<file path="src/rtl/gold_table_sr.sv">
// gold_table_sr: golden truth table loaded serially from the top, read by vector index
module gold_table_sr #(
  parameter int DEPTH = 32,
  parameter int AW = $clog2(DEPTH)
) (
  input  logic          CK,
  input  logic          reset,
  input  logic          shift_en,
  input  logic          bit_in,
  input  logic [AW-1:0] rd_idx,
  output logic          rd_bit
);
  logic [DEPTH-1:0] tbl;
  // new bits enter at the top so the first bit shifted ends in entry 0
  always_ff @(posedge CK or negedge reset)
    if (!reset) tbl <= '0;
    else if (shift_en) tbl <= {bit_in, tbl[DEPTH-1:1]};
  assign rd_bit = tbl[rd_idx];
endmodule

</file>
<file path="config.mk">
export PLATFORM = sky130hd
export DESIGN_NAME = gold_table_sr
export DESIGN_NICKNAME = d
export VERILOG_FILES = /design/src/rtl/gold_table_sr.sv
export SDC_FILE = /design/constraint.sdc
export NUM_CORES = 1
export LEC_CHECK = 0
export ABC_AREA = 1
export CAP_MARGIN = 5
export CORE_UTILIZATION = 57
export CTS_CLUSTER_DIAMETER = 150
export DETAILED_ROUTE_END_ITERATION = 6
export PLACE_DENSITY = 0.77
export SETUP_SLACK_MARGIN = 0.4
export SYNTH_ARGS = -nofsm -noshare
export SYNTH_HDL_FRONTEND = slang
export SYNTH_SLANG_ARGS = --single-unit
</file>
<file path="constraint.sdc">
create_clock -name CK -period 1 [get_ports CK]
set_input_delay 0.1 -clock CK [delete_from_list [all_inputs] [get_ports CK]]
set_output_delay 0.1 -clock CK [all_outputs]
set_load 0.03 [all_outputs]
</file>
==> impl_metrics.ini <==
[floorplan]
start_util = 0.613
placeable_area_um2 = 2520
die_x_um = 54.1
core.rowCount = 18
die_h_um = 54.1
die-area_um2 = 2930
io-pin-count = 10

[drt]
route.final.wire_length_um = 4000
drt_pre_antenna_iters = 4
drc = 0
dr_vias = 1439
drt-initial-drc-count = 54
detailed_route_wire_length_per_cell_um = 15.4
ant_nets = 0
routed_via_density = 5.56

[placed_design]
detailedPlace.worstSlack_ns = -0.622
dp.cells = 245
routabilityCongestion = 0.819
place_area_um2 = 1800
io_buffers = 9
post-dp-hpwl_um = 2180

[logic_synthesis]
synth_fp_nets = 203
synth_top_area_frac = 0.518
synth_top_cell_by_area = dfrtp_1
area_contributors_post_synth = dfrtp_1 52%, nand2_1 13%, nand3_1 7.8%
post_synth_instance_area_um2 = 1550
yosysWarningCount = 0
postSynthRegisterBits = 32
avgSynthCellArea_um2 = 7.97
synth.lib_cells_used.distinct = 15
post_synth_inst_count = 194
seq_area_frac_synth = 0.518

[global_routing]
first_pass_grt_wire_length_um = 5500
antenna_violations_before_repair = 0
gr-usage-all-layers = 0.276
grt_start_max_net_pins = 33
globalRoute.totalOverflow = 0
vias_in_the_first_global_route = 1278

[critical_path]
cp_data_arrival_time_ns = 1.43
critPathRequiredTime_ns = 0.90
r2r_slack_ns = 0.01
setup.worst_path.class = reg -> out
reg2reg_launch_point = tbl[21]
worst_r2r_endpoint = tbl[21]
critical_path.startpoint = tbl[23]
startpoint_type = flop
sort_of_element_at_the_end_of_the_critical_path = primary output
path_max_fanout = 2
timing.reg2reg.worst_path_depth = 5

[cts]
cts_buffer_count = 5
clk_transition_reported_paths_ns = 0.10
htree_num_levels = 2
clk_path_buf_depth = 2
clock_latency_ns = 0.34
cts.sinks = 32
tritoncts = done
clk_root_buffer_cell = clkbuf_4

[sta]
slew_violations = 0
slew_headroom = 0.781
hold_viol_final = 0
max_slew.worst_pin.slew_ns = 0.329
final.hold.worst_slack_ns = 0.116
timing.final.crit_share = 1.53
grt_setup_unrepaired = yes
fin_crit_ns = 1.53
max_freq_ghz = 0.654
setup_slack_ns = -0.530
setup_viol_count_final = 1
clock_skew_ns = 0.00506

[cells_and_area]
nNetsFinal = 237
registers.top_by_ff_count = tbl
num-fill-cells = 137
multiInputGateArea_um2 = 781
register_area_um2 = 801
post_route_cells_drive_above_1_share = 0.397
top_library_cells_by_usage_in_the_layout_fill_and_taps_aside = 39 x nand2_1, 32 x dfrtp_1, 21 x nand3_1
final_core_utilization = 0.859
mostFrequentLayoutCell = nand2_1
fin_cells = 259
flip_flop_count_of_the_largest_register_after_layout = 32
synthToLayoutAreaGrowth_pct = 40.1
num_antenna_cells = 0
largest_registers_ranked_by_flip_flop_count = tbl x32
final_cell_area_um2 = 2170

[outcome]
failed_checks = negative setup slack
run_status = finished with violations

[pwr]
p_leak_nw = 1.05
vdd_drop_max_mv = 1.50
power_density_nw_per_um2 = 1580

[run]
maxCapViolations = 0

[hold_path]
worst_hold_path_type = in -> async
[Yosys cell counts]
cell type	count
inv_2	1
nand3_1	24
inv_6	1
buf_2	3
buf_12	1
dfrtp_1	32
inv_1	18
buf_6	2
mux2_2	2
o21ai_0	15
nor2_1	15
nand2_1	54
a21oi_1	15
nand2_2	6
clkbuf_1	5
[logic make-up after synthesis]
family,share of synthesized area
simple gates,0.269
flops,0.518
buf+inv,0.101
compound gates,0.0971
mux,0.0146
[metrics by stage]
stage | power (mW) | setup TNS, ns
after global routing | 3.60 | -0.626
final | 3.43 | -0.530
after detailed placement | 2.33 | -0.622
after CTS | 3.20 | -0.492
after global placement | 2.30 | -0.576
after floorplan | 2.03 | 0
[worst max path at each step]
stage | end | slack [ns] | cells after the start
2_1_floorplan | rd_bit | 0.02 | 11
3_3_place_gp | rd_bit | -0.58 | 12
3_5_place_dp | rd_bit | -0.62 | 12
4_1_cts | rd_bit | -0.49 | 9
5_1_grt | rd_bit | -0.63 | 9
6_report | rd_bit | -0.53 | 9
[routing by layer]
layer	global-route usage	share of wire	wire length, um
met5	0	0	0
met4	0.154	0.032	126
met3	0.0706	0.062	247
met2	0.475	0.52	2090
met1	0.307	0.38	1540
[worst max-delay path, stage by stage (launching register included)]
cell and delay (ns):
dfrtp_1 0.43, nand2_1 0.08, nand3_1 0.07, nand3_1 0.08, nand2_1 0.06, nand2_1 0.06
nand2_1 0.07, nand2_2 0.08, nand2_4 0.05, buf_6 0.13
[layout make-up]
class / count / share of cell area
Multi-Input combinational cell: 131 / 0.360
Tap cell: 30 / 0.0173
Clock inverter: 2 / 0.00462
Clock buffer: 6 / 0.0237
Timing Repair Buffer: 38 / 0.186
Inverter: 20 / 0.0381
Sequential cell: 32 / 0.370
[power breakdown]
group / internal, mW / total (mW) / switching (mW) / leakage [nW]
combinational: 0.500 / 1.02 / 0.523 / 0.643
clock: 0.334 / 0.779 / 0.445 / 0.0380
sequential: 1.48 / 1.63 / 0.149 / 0.373
total: 2.32 / 3.43 / 1.12 / 1.05
[timing repair]
item	4_1_cts	5_1_grt
endpoints found under the setup margin	33	33
cloned	1	0
hold buffers	0	0
gates resized for setup	32	46
pin swaps	12	18
setup buffers	2	3
(Power assumes the default switching activity.)
